==> src/rtl/seg_disp_arbiter_pkg.sv <==
// rtl/seg_disp_arbiter_pkg.sv - shared seg display constants, arbiter states and helpers
package seg_disp_arbiter_pkg;

   localparam logic [19:0] MAX_DISP = 20'd999999;

   typedef enum logic [1:0] {
      ST_IDLE = 2'd0,
      ST_HOLD = 2'd1,
      ST_OPEN = 2'd2
   } arb_state_e;

   typedef logic [1:0] owner_idx_t;

   function automatic owner_idx_t onehot_to_idx(input logic [2:0] oh);
      owner_idx_t idx;
      idx = 2'd0;
      if (oh[1]) idx = 2'd1;
      if (oh[2]) idx = 2'd2;
      return idx;
   endfunction

   function automatic logic [19:0] sat_disp(input logic [19:0] v);
      return (v > MAX_DISP) ? MAX_DISP : v;
   endfunction

endpackage

==> src/rtl/seg_disp_arbiter_if.sv <==
// rtl/seg_disp_arbiter_if.sv - requester bundle and display-side outputs of the arbiter
interface seg_disp_arbiter_if;
   logic [2:0]  req;
   logic [19:0] data0;
   logic [19:0] data1;
   logic [19:0] data2;
   logic [5:0]  point0;
   logic [5:0]  point1;
   logic [5:0]  point2;
   logic        sign0;
   logic        sign1;
   logic        sign2;
   logic [2:0]  grant;
   logic [19:0] data;
   logic [5:0]  point;
   logic        sign;
   logic        en;

   modport master (
      output req, data0, data1, data2, point0, point1, point2, sign0, sign1, sign2,
      input  grant, data, point, sign, en
   );

   modport slave (
      input  req, data0, data1, data2, point0, point1, point2, sign0, sign1, sign2,
      output grant, data, point, sign, en
   );
endinterface

==> src/rtl/seg_disp_arbiter_rr_pick3.sv <==
// rtl/seg_disp_arbiter_rr_pick3.sv - 3-way round-robin pick starting after the last owner
module rr_pick3
   import seg_disp_arbiter_pkg::*;
(
   input  logic [2:0] req_mask,
   input  owner_idx_t last_owner,
   output logic [2:0] win,
   output logic       valid
);

   always_comb begin
      win   = 3'b000;
      valid = |req_mask;
      case (last_owner)
         2'd0: begin
            if      (req_mask[1]) win = 3'b010;
            else if (req_mask[2]) win = 3'b100;
            else if (req_mask[0]) win = 3'b001;
         end
         2'd1: begin
            if      (req_mask[2]) win = 3'b100;
            else if (req_mask[0]) win = 3'b001;
            else if (req_mask[1]) win = 3'b010;
         end
         default: begin
            if      (req_mask[0]) win = 3'b001;
            else if (req_mask[1]) win = 3'b010;
            else if (req_mask[2]) win = 3'b100;
         end
      endcase
   end

endmodule

==> src/rtl/seg_disp_arbiter.sv <==
// rtl/seg_disp_arbiter.sv - display ownership arbiter with minimum hold and saturating output mux
module seg_disp_arbiter
   import seg_disp_arbiter_pkg::*;
#(
   parameter int unsigned HOLD_CYCLES = 50_000_000
) (
   input  logic              sys_clk,
   input  logic              sys_rst_n,
   seg_disp_arbiter_if.slave bus
);

   localparam int unsigned      CNT_W    = (HOLD_CYCLES > 1) ? $clog2(HOLD_CYCLES) : 1;
   localparam logic [CNT_W-1:0] CNT_LAST = CNT_W'(HOLD_CYCLES - 1);

   arb_state_e       state_q, state_d;
   logic [2:0]       grant_q, grant_d;
   logic [CNT_W-1:0] cnt_q, cnt_d;
   owner_idx_t       last_q, last_d;
   logic [19:0]      data_q, data_d;
   logic [5:0]       point_q, point_d;
   logic             sign_q, sign_d;
   logic             en_q, en_d;

   logic [2:0] pick_win;
   logic       pick_valid;
   logic       owner_live;

   // Candidates always exclude the current owner; in IDLE grant_q is zero so all requests count.
   rr_pick3 u_rr (
      .req_mask   (bus.req & ~grant_q),
      .last_owner (last_q),
      .win        (pick_win),
      .valid      (pick_valid)
   );

   always_ff @(posedge sys_clk or negedge sys_rst_n) begin
      if (!sys_rst_n) begin
         state_q <= ST_IDLE;
         grant_q <= 3'b000;
         cnt_q   <= '0;
         last_q  <= 2'd2;
         data_q  <= '0;
         point_q <= '0;
         sign_q  <= 1'b0;
         en_q    <= 1'b0;
      end else begin
         state_q <= state_d;
         grant_q <= grant_d;
         cnt_q   <= cnt_d;
         last_q  <= last_d;
         data_q  <= data_d;
         point_q <= point_d;
         sign_q  <= sign_d;
         en_q    <= en_d;
      end
   end

   always_comb begin
      state_d    = state_q;
      grant_d    = grant_q;
      cnt_d      = cnt_q;
      last_d     = last_q;
      owner_live = |(bus.req & grant_q);
      case (state_q)
         ST_IDLE: begin
            if (pick_valid) begin
               state_d = ST_HOLD;
               grant_d = pick_win;
               cnt_d   = '0;
               last_d  = onehot_to_idx(pick_win);
            end
         end
         ST_HOLD: begin
            if (!owner_live) begin
               if (pick_valid) begin
                  grant_d = pick_win;
                  cnt_d   = '0;
                  last_d  = onehot_to_idx(pick_win);
               end else begin
                  state_d = ST_IDLE;
                  grant_d = 3'b000;
                  cnt_d   = '0;
               end
            end else if (cnt_q == CNT_LAST) begin
               state_d = ST_OPEN;
            end else begin
               cnt_d = cnt_q + CNT_W'(1);
            end
         end
         ST_OPEN: begin
            if (pick_valid) begin
               state_d = ST_HOLD;
               grant_d = pick_win;
               cnt_d   = '0;
               last_d  = onehot_to_idx(pick_win);
            end else if (!owner_live) begin
               state_d = ST_IDLE;
               grant_d = 3'b000;
               cnt_d   = '0;
            end
         end
         default: begin
            state_d = ST_IDLE;
            grant_d = 3'b000;
            cnt_d   = '0;
         end
      endcase
   end

   // Outputs follow the owner selected at this same edge, so a new grant shows its data at once.
   always_comb begin
      data_d  = '0;
      point_d = '0;
      sign_d  = 1'b0;
      case (grant_d)
         3'b001: begin
            data_d  = sat_disp(bus.data0);
            point_d = bus.point0;
            sign_d  = bus.sign0;
         end
         3'b010: begin
            data_d  = sat_disp(bus.data1);
            point_d = bus.point1;
            sign_d  = bus.sign1;
         end
         3'b100: begin
            data_d  = sat_disp(bus.data2);
            point_d = bus.point2;
            sign_d  = bus.sign2;
         end
         default: begin
            data_d  = '0;
            point_d = '0;
            sign_d  = 1'b0;
         end
      endcase
      en_d = |grant_d;
   end

   assign bus.grant = grant_q;
   assign bus.data  = data_q;
   assign bus.point = point_q;
   assign bus.sign  = sign_q;
   assign bus.en    = en_q;

endmodule

==> src/flat_wrapper.sv <==
// flat-port wrapper written by rule: the top's interface ports become plain ports
module seg_disp_arbiter_flat import seg_disp_arbiter_pkg::*;
#(
   parameter int unsigned HOLD_CYCLES = 50_000_000
)
  (sys_clk, sys_rst_n, bus_req, bus_data0, bus_data1, bus_data2, bus_point0, bus_point1, bus_point2, bus_sign0, bus_sign1, bus_sign2, bus_grant, bus_data, bus_point, bus_sign, bus_en);
  seg_disp_arbiter_if bus_i ();
  input  logic sys_clk;
  input  logic sys_rst_n;
  input wire logic [$bits(bus_i.req)-1:0] bus_req;
  input wire logic [$bits(bus_i.data0)-1:0] bus_data0;
  input wire logic [$bits(bus_i.data1)-1:0] bus_data1;
  input wire logic [$bits(bus_i.data2)-1:0] bus_data2;
  input wire logic [$bits(bus_i.point0)-1:0] bus_point0;
  input wire logic [$bits(bus_i.point1)-1:0] bus_point1;
  input wire logic [$bits(bus_i.point2)-1:0] bus_point2;
  input wire logic [$bits(bus_i.sign0)-1:0] bus_sign0;
  input wire logic [$bits(bus_i.sign1)-1:0] bus_sign1;
  input wire logic [$bits(bus_i.sign2)-1:0] bus_sign2;
  output wire logic [$bits(bus_i.grant)-1:0] bus_grant;
  output wire logic [$bits(bus_i.data)-1:0] bus_data;
  output wire logic [$bits(bus_i.point)-1:0] bus_point;
  output wire logic [$bits(bus_i.sign)-1:0] bus_sign;
  output wire logic [$bits(bus_i.en)-1:0] bus_en;
  assign bus_i.req = bus_req;
  assign bus_i.data0 = bus_data0;
  assign bus_i.data1 = bus_data1;
  assign bus_i.data2 = bus_data2;
  assign bus_i.point0 = bus_point0;
  assign bus_i.point1 = bus_point1;
  assign bus_i.point2 = bus_point2;
  assign bus_i.sign0 = bus_sign0;
  assign bus_i.sign1 = bus_sign1;
  assign bus_i.sign2 = bus_sign2;
  assign bus_grant = bus_i.grant;
  assign bus_data = bus_i.data;
  assign bus_point = bus_i.point;
  assign bus_sign = bus_i.sign;
  assign bus_en = bus_i.en;
  seg_disp_arbiter #(.HOLD_CYCLES(HOLD_CYCLES)) u_core (.sys_clk(sys_clk), .sys_rst_n(sys_rst_n), .bus(bus_i));
endmodule
==> config.mk <==
export PLATFORM = sky130hd
export DESIGN_NAME = seg_disp_arbiter_flat
export DESIGN_NICKNAME = d
export VERILOG_FILES = /design/src/rtl/seg_disp_arbiter_pkg.sv /design/src/rtl/seg_disp_arbiter_if.sv /design/src/rtl/seg_disp_arbiter_rr_pick3.sv /design/src/rtl/seg_disp_arbiter.sv /design/src/flat_wrapper.sv
export SDC_FILE = /design/constraint.sdc
export NUM_CORES = 1
export LEC_CHECK = 0
export CAP_MARGIN = 20
export CORE_ASPECT_RATIO = 1.4
export CORE_UTILIZATION = 39
export CTS_CLUSTER_DIAMETER = 80
export DETAILED_ROUTE_END_ITERATION = 8
export HOLD_SLACK_MARGIN = 0.1
export PLACE_DENSITY_LB_ADDON = 0.2
export SYNTH_ARGS = -nofsm -noshare
export SYNTH_HDL_FRONTEND = slang
export SYNTH_SLANG_ARGS = --single-unit
==> constraint.sdc <==
create_clock -name sys_clk -period 5.9 [get_ports sys_clk]
set_input_delay 1.77 -clock sys_clk [delete_from_list [all_inputs] [get_ports sys_clk]]
set_output_delay 1.77 -clock sys_clk [all_outputs]
set_load 0.05 [all_outputs]
# [Yosys cells after proc, flatten, opt, wreduce, memory -nomap -nowiden]
# Index checks and enable logic that the tools add are counted.
[word_totals] ff_bits=61 output_inout_bits=31 word_cells=78
[classes] addsub=1 n_lt_le_gt_ge=3 eq_ne=13 muxes=40 n_bitwise=3 reduce_logical=10
[ops] cell="$mux 26" count=5
[ops] cell="$pmux 26 s3" count=1
[ops] cell="$gt 20x20->1 const B" count=3
[ops] cell="$mux 20" count=3
[ops] cell="$pmux 20 s3" count=1
[ops] cell="$mux 3" count=11
[ops] cell="$add 26x1->26 const B" count=1
[ops] cell="$eq 26x26->1 const B" count=1
[ops] cell="$mux 2" count=11
[ops] cell="$pmux 6 s3" count=1
[ops] cell="$ne 3x3->1 const B" count=3
[ops] cell="$pmux 3 s3" count=1
[ops] cell="$reduce_or 3->1" count=3
[ops] cell="$and 3x3->3" count=2
[ops] cell="$pmux 2 s3" count=1
[ops] cell="$pmux 3 s2" count=1
[ops] cell="$eq 2x1->1 const B" count=2
[ops] cell="$logic_not 2->1" count=2
[ops] cell="$pmux 2 s2" count=1
[ops] cell="$reduce_and 4->1" count=1
[ops] cell="$eq 3x1->1 const B" count=1
[ops] cell="$eq 3x2->1 const B" count=1
[ops] cell="$eq 3x3->1 const B" count=1
[ops] cell="$ne 3x2->1 const B" count=1
[ops] cell="10 further kinds" count=11

# [Depth between registers and ports, before layout]
# Gate-level depths: netlist of the first run.
[logic_depth] depth_word=11 mapped_depth=9 mapped_depth_nobuf=7

# [Modules after synthesis]
# A second synthesis of the first run with hierarchy kept.
[hier_totals] cells_unflattened=361 hier_area_um2=3344.5
[by_module_without_submodules] module="seg_disp_arbiter" instances=1 cells_per_inst=353 area_per_inst_um2=3286.9 seq_area_each_um2=1527.7
[by_module_without_submodules] module="rr_pick3" instances=1 cells_per_inst=8 area_per_inst_um2=57.6 seq_area_each_um2=0.0

# [Worst setup path before layout of the first run]
# Ideal clock, no wire load.
[synth_timing] kind="input-to-reg" start="input port bus_req[0]" end="register u_core.data_q[10], in the netlist u_core.bus.data[10]" setup_ns=0.067 arrival_time_ns=3.572 setup_slack_ns=2.261 cell_stages=8 n_path_buf=1 path_cell_list="a222oi_1 > buf_4 > a21oi_2 > a21o_4 > a32oi_4 > inv_4 > nor4_4 > a221o_1"
[synth_between] elab_chain_len=10 elab_cells_between_ends=21 cone_classes="3 x eq/ne; 14 x mux; 2 x bitwise; 2 x reduce/logical"
[synth_lines] element="start, declared" line="flat_wrapper.sv:10" rtl="input wire logic [$bits(bus_i.req)-1:0] bus_req;"
[synth_lines] element="$and 3x3->3" line="seg_disp_arbiter.sv:30" rtl=".req_mask (bus.req & ~grant_q),"
[synth_lines] element="$mux 1" line="seg_disp_arbiter_rr_pick3.sv:18" rtl="else if (req_mask[0]) win = 3'b001;"
[synth_lines] element="$mux 3" line="seg_disp_arbiter_rr_pick3.sv:17" rtl="else if (req_mask[2]) win = 3'b100;"
[synth_lines] element="$mux 3" line="seg_disp_arbiter_rr_pick3.sv:16" rtl="if (req_mask[1]) win = 3'b010;"
[synth_lines] element="$pmux 3 s2" line="seg_disp_arbiter_rr_pick3.sv:14" rtl="case (last_owner)"
[synth_lines] element="$mux 3" line="seg_disp_arbiter.sv:75" rtl="if (pick_valid) begin"
[synth_lines] element="$mux 3" line="seg_disp_arbiter.sv:74" rtl="if (!owner_live) begin"
[synth_lines] element="$pmux 3 s3 *" line="seg_disp_arbiter.sv:64" rtl="case (state_q)"
[synth_lines] element="named net u_core.grant_d[0]" line="seg_disp_arbiter.sv:16" rtl="logic [2:0] grant_q, grant_d;"
[synth_lines] element="$eq 3x3->1, or another cell as far along" line="seg_disp_arbiter.sv:115" rtl="case (grant_d)"
[synth_lines] element="$pmux 20 s3 *" line="seg_disp_arbiter.sv:115"
[synth_lines] element="named net u_core.data_d[10]" line="seg_disp_arbiter.sv:19" rtl="logic [19:0] data_q, data_d;"
[synth_lines] element="end signal, assigned" line="seg_disp_arbiter.sv:51" rtl="data_q <= data_d;"
[synth_lines] element="end, declared" line="seg_disp_arbiter.sv:19"
# The timed path passes the listed nets; every way through them passes the cells marked *.
# A chain may end at the register's enable or synchronous reset.

# [Final worst setup path of the first run]
[layout_timing] start="input port bus_req[0]" end="register u_core.data_q[8], in the netlist u_core.bus.data[8]"
[layout_between] elab_chain_len=10 elab_cells_between_ends=21 cone_classes="3 x eq/ne; 14 x mux; 2 x bitwise; 2 x reduce/logical"
[layout_lines] element="$and 3x3->3" line="seg_disp_arbiter.sv:30"
[layout_lines] element="$mux 1" line="seg_disp_arbiter_rr_pick3.sv:18"
[layout_lines] element="$mux 3" line="seg_disp_arbiter_rr_pick3.sv:17"
[layout_lines] element="$mux 3" line="seg_disp_arbiter_rr_pick3.sv:16"
[layout_lines] element="$pmux 3 s2" line="seg_disp_arbiter_rr_pick3.sv:14"
[layout_lines] element="$mux 3" line="seg_disp_arbiter.sv:75"
[layout_lines] element="$mux 3" line="seg_disp_arbiter.sv:74"
[layout_lines] element="$pmux 3 s3 *" line="seg_disp_arbiter.sv:64"
[layout_lines] element="$eq 3x3->1, or another cell as far along" line="seg_disp_arbiter.sv:115"
[layout_lines] element="$pmux 20 s3 *" line="seg_disp_arbiter.sv:115"
[layout_lines] element="named net u_core.data_d[8]" line="seg_disp_arbiter.sv:19"
# Marks and branches as above.

==> run_results.csv, run 1 <==
group,metric,value,unit
run_status,status,"completed",
setup_path,rrSetupSlack,2.78,ns
floorplanning,num_rows,40,
final_layout,fill_cells,764,
place,place_ws,1.13,ns
clocking,tritoncts,"done",
final_layout,antenna_cells,0,
route,avgViaCountPerCell,5.64,
logic_synthesis,yosysWarnings,0,
global_route,grt_max_degree,62,
sta,drv_slew,0,
power,switching_share,0.420,
hold_path,hold_path_class,"flip-flop to flip-flop",
clocking,cts_buffers,9,
hold_path,hold_path_depth,1,
global_route,grt_pass1_vias,3524,
sta,min_period,4.50,ns
sta,setup_viol,0,
global_route,grt_pass1_wl,16000,um
route,drc,0,
power,intPower,1.35,mW
route,ant_nets,0,
setup_path,reg2reg_to,"u_core.bus.data[8]",
route,drt_first_iter_violations,149,
sta,worst_slack,1.40,ns
final_layout,final_cells,608,
power,vdd.ir_drop.worst,0.222,mV
sta,max-slew-margin-rel,0.327,
clocking,post_cts_buffers,0,
setup_path,required,6.16,ns
floorplanning,core,8560,um^2
power,total_power,2.33,mW
sta,rsz0062_at_grt,"no",
final_layout,drive_above_1_share,0.0755,
clocking,cts_resized,0,
clocking,path_clk_slew,0.06,ns
final_layout,multi_input_area,1760,um^2
floorplanning,initial_utilization,0.402,
run,drv_cap,0,
clocking,hold_buffers,0,
setup_path,crit_fanout,16,
clocking,cts_buffer_depth,2,
setup_path,arrival,4.76,ns
power,power_frac_comb,0.487,
floorplanning,dieArea,9210,um^2
setup_path,r2r-start,"u_core.bus.grant[1]",
logic_synthesis,netlist_area,3440,um^2
final_layout,finalNetCount,585,
final_layout,final_common_cell,"clkdlybuf4s50_1",
logic_synthesis,synthArstFlopShare,1.00,
route,num_vias,3430,
place,dp.cells,592,
final_layout,area_delta_synth_final,46.9,%
clocking,cts_max_level,3,
setup_path,startpoint_type,"input port",
global_route,antenna_found_initial,0,
route,first_pass_iters,5,
final_layout,layout_common_cells,"115 x clkdlybuf4s50_1, 60 x dfrtp_1, 42 x nor2_1",
sta,timing.setup.tns,0,ns
power,leakage,2.01,nW
logic_synthesis,ys_ff_latch,61,
global_route,track_usage,0.228,
setup_path,worstSetupPathType,"input port to flip-flop",
floorplanning,die_h,113,um
logic_synthesis,ys.flop_type,"dfrtp_1",
clocking,cts.sinks,61,
sta,finalHoldViolCount,0,
floorplanning,dieWidth,81.4,um
place,hpwl,7600,um
power,p_clk_frac,0.262,
logic_synthesis,synth_nets,467,
power,power_density,461,nW/um^2
route,wl,10000,um
setup_path,worstRegToRegCells,7,
sta,max_slew.worst_pin.slew,1.00,ns
logic_synthesis,synth-edff-count,0,
final_layout,seq_area,1530,um^2
global_route,gr-total-overflow,0,
clocking,cts_root_buf,"clkbuf_16",
power,p_seq_frac,0.251,
logic_synthesis,synth.avg_cell_area,9.06,um^2
hold_path,min_from,"u_core.cnt_q[23]",
logic_synthesis,syn_inst,380,
place,place_congestion,0.813,
logic_synthesis,seq_area_frac_synth,0.444,
setup_path,end_kind,"flip-flop",
power,p_switching,0.979,mW
logic_synthesis,synth_cell_types,59,
sta,clock.fmax,0.222,GHz
sta,fin_skew,0.00630,ns
sta,fin_crit_sh,0.764,
hold_path,min_to,"u_core.cnt_q[23]",
setup_path,crit_start,"bus_req[0]",
route,avgRoutedWirePerCell,16.5,um
clocking,clock_latency,0.32,ns
place,port_buffers,116,
floorplanning,ios,117,
## registers in the layout (all words and copies together) (netlist names)
signal and cells:
u_core.bus.data 20, u_core.bus.en 1, u_core.bus.grant 3, u_core.bus.point 6, u_core.bus.sign 1, u_core.cnt_q 26
u_core.last_q 2, u_core.state_q 2
## how the worst max path moves through the flow
| stage | end | slack (ns) | cells past startpoint |
|---|---|---|---|
| after global placement | u_core.bus.data[10] | 1.22 | 8 |
| after floorplan | u_core.bus.data[10] | 2.26 | 8 |
| final | u_core.bus.data[8] | 1.40 | 8 |
| after global routing | u_core.bus.data[6] | 1.23 | 8 |
| after CTS | u_core.bus.data[7] | 1.42 | 8 |
| after detailed placement | u_core.bus.data[7] | 1.13 | 8 |
## Yosys cell counts, types with 6 or more instances
cell      instances  area, um^2
nor4_1            8        50.1
clkbuf_1          9        33.8
o221ai_1         18         158
nor4b_1           6        52.6
o21ai_0          24         120
and2_1           11        68.8
a221o_1           7        70.1
inv_1            21        78.8
nand2_1          30         113
nor2_1           42         158
a21oi_1          14        70.1
dfrtp_1          60        1500
xnor2_1          13         114
nand4_1           9        56.3
nand3_1          25         125
nor3_1           12        60.1
## per-layer routing
metal  wire (um)  track usage  vias up
met3         700       0.0645       16
met1        3820        0.241     1650
met4         166       0.0988        0
met5           0            0        -
met2        5330        0.408      120
li1            -            -     1644
## final cells by class
cell class / instances / area share
Timing Repair Buffer: 122 / 0.238
Sequential cell: 61 / 0.302
Clock buffer: 10 / 0.0473
Inverter: 23 / 0.0176
Multi-Input combinational cell: 281 / 0.348
Clock inverter: 6 / 0.0218
Tap cell: 105 / 0.0260
## worst max-delay path: stages
cell,delay (ns)
clkdlybuf4s50_1,0.49
a222oi_1,0.11
buf_4,0.18
nor3_2,0.76
o21ai_1,0.28
a221oi_1,0.84
and2_1,0.22
a221o_1,0.11
## cells by family (layout without fill, tap and decap cells)
group                    Yosys count  in the layout  synth area share
XOR/XNOR                          13             13            0.0331
AND/OR/NAND/NOR                  176            176             0.281
adder cells (fa/ha/maj)            1              1           0.00363
AO/OA/AOI/OAI                     91             91             0.193
buffers and inverters             38            161            0.0451
flip-flops                        61             61             0.444
## power by group through the flow
stage / Sequential (mW) / Clock [mW] / Combinational (mW)
after floorplan: 0.848 / 0 / 0.506
after global placement: 0.586 / 0 / 1.12
after detailed placement: 0.589 / 0 / 1.13
after CTS: 0.585 / 0.617 / 1.14
after global routing: 0.592 / 0.640 / 1.21
final: 0.584 / 0.610 / 1.14
## through the flow
step | cell area [um^2] | hold WS [ns] | utilization
6_report | 5060 | 0.515 | 0.591
5_1_grt | 5060 | 0.547 | 0.591
4_1_cts | 5060 | 0.509 | 0.591
3_5_place_dp | 4710 | 0.498 | 0.550
3_3_place_gp | 4710 | 0.492 | 0.550
2_1_floorplan | 3440 | 0.464 | -
(Power assumes the default switching activity.)
==> run 2: changes to the inputs <==
- clock period: 5.9 -> 4.3 ns (I/O delays scaled with it)
==> run 2 against run 1 <==
  * Count of clock-buffer cells in the layout is 5 higher
  * Utilization is 0.34 points lower
  * Combinational power is 37% higher
  * Largest cell class unchanged
==> run_results.csv, run 2 (synthesis results as in run 1) <==
group,metric,value,unit
clocking,cts.sinks,61,
setup_path,slowest_delay,0.68,ns
clocking,cts_resized,0,
clocking,hold_buffers,0,
floorplanning,core,8560,um^2
sta,max-slew-margin-rel,0.469,
setup_path,worstPathCellList,"clkdlybuf4s50_1 -> nor2b_1 -> nor3_1 -> and2_1 -> or2_0 -> o21ai_0 -> o31ai_1",
global_route,track_usage,0.231,
sta,clock.fmax,0.281,GHz
setup_path,required,4.53,ns
power,p_seq_frac,0.260,
sta,fin_skew,0.00510,ns
clocking,cts_buffers,9,
floorplanning,initial_utilization,0.402,
floorplanning,ios,117,
setup_path,arrival,3.78,ns
route,wl,9820,um
place,place_ws,0.416,ns
setup_path,startpoint_type,"input port",
sta,worst_slack,0.745,ns
sta,setup_viol,0,
setup_path,crit_fanout,21,
final_layout,top_register,"u_core.cnt_q",
global_route,grt_pass1_wl,16300,um
global_route,antenna_found_initial,0,
clocking,post_cts_buffers,0,
setup_path,critPathTopFamily,"simple AND/OR/NAND/NOR gates",
power,power_frac_comb,0.509,
power,intPower,1.75,mW
clocking,path_clk_slew,0.05,ns
final_layout,drive_above_1_share,0.0772,
place,hpwl,7590,um
power,p_clk_frac,0.231,
power,power_density,610,nW/um^2
setup_path,cp_num_buf_inv,1,
floorplanning,dieWidth,81.4,um
setup_path,crit_slowest_cell,"and2_1",
route,drt_first_iter_violations,218,
final_layout,layout_common_cells,"115 x clkdlybuf4s50_1, 60 x dfrtp_1, 42 x nor2_1",
sta,timing.setup.tns,0,ns
route,drc,0,
global_route,gr-total-overflow,0,
sta,fin_crit_sh,0.827,
run_status,status,"completed",
route,avgRoutedWirePerCell,16.1,um
setup_path,worstSetupPathType,"input port to flip-flop",
floorplanning,num_rows,40,
clocking,clock_latency,0.33,ns
global_route,grt_pass1_vias,3582,
sta,max_slew.worst_pin.slew,0.790,ns
sta,rsz0062_at_grt,"no",
global_route,grt_max_degree,33,
sta,finalHoldViolCount,0,
place,place_congestion,0.837,
clocking,cts_buffer_depth,2,
sta,min_period,3.55,ns
clocking,tritoncts,"done",
hold_path,hold_path_class,"flip-flop to flip-flop",
floorplanning,dieArea,9210,um^2
setup_path,end_kind,"flip-flop",
final_layout,antenna_cells,0,
final_layout,largest_register_ff_count,26,
route,num_vias,3495,
power,leakage,2.01,nW
floorplanning,die_h,113,um
route,ant_nets,0,
sta,drv_slew,0,
run,drv_cap,0,
power,switching_share,0.429,
power,p_switching,1.31,mW
final_layout,area_delta_synth_final,46.1,%
final_layout,final_common_cell,"clkdlybuf4s50_1",
final_layout,finalNetCount,588,
power,vdd.ir_drop.worst,0.297,mV
route,avgViaCountPerCell,5.73,
route,first_pass_iters,4,
place,port_buffers,116,
clocking,cts_max_level,3,
clocking,cts_root_buf,"clkbuf_16",
-- run 2: cell types whose count changed in the layout (fill, tap and decap cells not counted), sizes merged --
cell and change:
bufinv -3, clkbuf +5, buf +3, clkinvlp -2, clkinv -1
-- run 2: through the flow --
step	instance area, um^2	utilization	hold WS (ns)	std cells	total power, mW
finish	5030	0.588	0.515	610	3.07
global route	5030	0.588	0.560	610	3.23
CTS	5030	0.588	0.514	610	3.08
detailed placement	4730	0.553	0.510	595	2.37
global placement	4730	0.553	0.500	595	2.35
floorplan	3440	-	0.464	380	1.86
-- run 2: worst paths after layout --
check / startpoint / endpoint / slack (ns) / depth (start not counted)
min in group asynchronous: sys_rst_n / u_core.cnt_q[23] / 1.00 / 1
worst max-delay path: bus_req[1] / u_core.cnt_q[20] / 0.75 / 7
max in group asynchronous: sys_rst_n / u_core.bus.data[0] / 2.43 / 2
worst min register to register: u_core.cnt_q[23] / u_core.cnt_q[23] / 0.52 / 1
worst min-delay path: u_core.cnt_q[23] / u_core.cnt_q[23] / 0.52 / 1
worst max register to register: u_core.cnt_q[10] / u_core.cnt_q[15] / 1.66 / 7
-- run 2: area by class of cell --
type | instances | area [um^2]
sequential | 61 | 1530
multi-input combinational | 281 | 1760
timing repair buffer | 125 | 1220
inverter | 23 | 88.8
clock buffer | 15 | 298
tap | 105 | 131
fill | 771 | 3530
-- run 2: power by group through the flow --
stage	clock, mW	sequential (mW)	combinational [mW]
after detailed placement	0	0.806	1.56
after global routing	0.740	0.811	1.68
after floorplan	0	1.16	0.695
after global placement	0	0.806	1.55
final	0.708	0.798	1.56
after CTS	0.720	0.799	1.57
-- run 2: per-layer routing --
| metal | up-vias | global-route usage | wire length [um] |
|---|---|---|---|
| met5 | - | 0 | 0 |
| met4 | 0 | 0.0976 | 239 |
| met3 | 25 | 0.0766 | 749 |
| met2 | 138 | 0.400 | 5080 |
| met1 | 1679 | 0.251 | 3760 |
| li1 | 1653 | - | - |
-- run 2: worst register-to-register path, cell delays in order, from the launching register on --
cell	delay, ns
dfrtp_1	0.43
or4b_1	0.53
or4b_1	0.50
nor4_2	0.45
buf_4	0.26
nor4b_1	0.08
xnor2_1	0.18
nor2_1	0.05
==> run 3: changes to the inputs <==
- clock period: 4.3 -> 3.7 ns (I/O delays scaled with it)
==> run 3 against run 2 <==
  * Sequential power is 16% higher
  * Largest power group unchanged
  * Power is 18% higher
  * First-iteration DRC count is 2.8% higher
  * Utilization is 0.64 points higher
  * Sequential share of layout area is 0.33 points lower
  * Cell area is 1.1% higher
==> run_results.csv, run 3 (synthesis results as in run 1) <==
group,metric,value,unit
run_status,status,"completed",
clocking,tritoncts,"done",
run,drv_cap,0,
global_route,gr-total-overflow,0,
clocking,cts_buffers,9,
final_layout,layout_common_cells,"115 x clkdlybuf4s50_1, 60 x dfrtp_1, 42 x nor2_1",
route,drc,0,
final_layout,antenna_cells,0,
clocking,cts_resized,0,
setup_path,worstSetupPathType,"input port to flip-flop",
sta,finalHoldViolCount,0,
power,p_seq_frac,0.256,
setup_path,arrival,3.63,ns
floorplanning,initial_utilization,0.402,
clocking,cts_max_level,3,
place,port_buffers,116,
clocking,path_clk_slew,0.05,ns
sta,drv_slew,0,
clocking,cts_buffer_depth,2,
setup_path,required,3.97,ns
power,p_clk_frac,0.229,
final_layout,area_delta_synth_final,47.7,%
route,wl,10100,um
power,leakage,2.05,nW
power,intPower,2.07,mW
sta,rsz0062_at_grt,"no",
power,power_density,713,nW/um^2
final_layout,top_register,"u_core.cnt_q",
floorplanning,dieArea,9210,um^2
sta,setup_viol,0,
clocking,hold_buffers,0,
sta,timing.setup.tns,0,ns
power,power_frac_comb,0.515,
floorplanning,die_h,113,um
final_layout,final_common_cell,"clkdlybuf4s50_1",
route,first_pass_iters,5,
final_layout,fill_cells,759,
place,place_congestion,0.855,
global_route,grt_max_degree,62,
setup_path,end_kind,"flip-flop",
power,p_switching,1.56,mW
route,ant_nets,0,
final_layout,finalNetCount,596,
setup_path,crit_fanout,9,
sta,fin_skew,0.00543,ns
sta,max_slew.worst_pin.slew,0.851,ns
hold_path,hold_path_class,"flip-flop to flip-flop",
floorplanning,dieWidth,81.4,um
clocking,post_cts_buffers,0,
route,num_vias,3517,
floorplanning,num_rows,40,
route,avgViaCountPerCell,5.68,
route,avgRoutedWirePerCell,16.4,um
final_layout,multi_input_area,1760,um^2
final_layout,largest_register_ff_count,26,
setup_path,startpoint_type,"input port",
final_layout,drive_above_1_share,0.0934,
power,vdd.ir_drop.worst,0.376,mV
sta,min_period,3.36,ns
global_route,grt_pass1_vias,3592,
place,hpwl,7660,um
sta,clock.fmax,0.298,GHz
route,drt_first_iter_violations,224,
global_route,grt_pass1_wl,16700,um
floorplanning,core,8560,um^2
sta,max-slew-margin-rel,0.431,
global_route,track_usage,0.238,
power,switching_share,0.429,
clocking,clock_latency,0.33,ns
final_layout,seq_area,1530,um^2
floorplanning,ios,117,
power,total_power,3.63,mW
sta,fin_crit_sh,0.908,
global_route,antenna_found_initial,0,
clocking,cts_root_buf,"clkbuf_16",
clocking,cts.sinks,61,
run 3: worst paths after layout:
| check | from | endpoint | slack (ns) | depth (start not counted) |
|---|---|---|---|---|
| max in group asynchronous | sys_rst_n | u_core.bus.grant[1] | 2.25 | 2 |
| worst max-delay path | bus_req[0] | u_core.bus.data[11] | 0.34 | 9 |
| min in group asynchronous | sys_rst_n | u_core.cnt_q[20] | 0.94 | 2 |
| worst min-delay path | u_core.cnt_q[1] | u_core.cnt_q[1] | 0.52 | 2 |
| worst min register to register | u_core.cnt_q[1] | u_core.cnt_q[1] | 0.52 | 2 |
| worst max register to register | u_core.bus.grant[0] | u_core.bus.data[11] | 1.09 | 8 |
run 3: metrics by stage:
stage          hold WS (ns)  cell area (um^2)  std cells  worst slack [ns]   util
6_report              0.519              5080        619             0.341  0.594
5_1_grt               0.540              5080        619             0.157  0.594
3_3_place_gp          0.490              4780        602             0.104  0.559
2_1_floorplan         0.464              3440        380             0.721      -
3_5_place_dp          0.509              4790        603           0.00773  0.560
4_1_cts               0.521              5080        619             0.356  0.594
run 3: power groups by stage:
stage / logic (mW) / clock network, mW / registers (mW)
global placement: 1.83 / 0 / 0.939
detailed placement: 1.87 / 0 / 0.938
CTS: 1.87 / 0.844 / 0.932
floorplan: 0.808 / 0 / 1.35
finish: 1.87 / 0.830 / 0.929
global route: 2.01 / 0.876 / 0.946
run 3: worst max-delay path, stage by stage:
cell and delay (ns):
clkdlybuf4s50_1 0.45, a222oi_1 0.36, buf_4 0.22, a21oi_2 0.08
a21o_4 0.26, a32oi_4 0.32, inv_4 0.08, nor4_4 0.51
a221o_1 0.23
run 3: cell type report:
type	instances	share of cell area
Clock buffer	11	0.0477
Clock inverter	5	0.00984
Inverter	23	0.0175
Multi-Input combinational cell	281	0.346
Sequential cell	61	0.301
Tap cell	105	0.0258
Timing Repair Buffer	133	0.253
run 3: layer usage:
metal	wire, um	GRT usage	share of wire	up-vias
met5	0	0	0	-
met4	206	0.104	0.020	0
li1	-	-	-	1668
met3	795	0.0766	0.078	14
met2	5350	0.414	0.53	141
met1	3780	0.256	0.37	1694
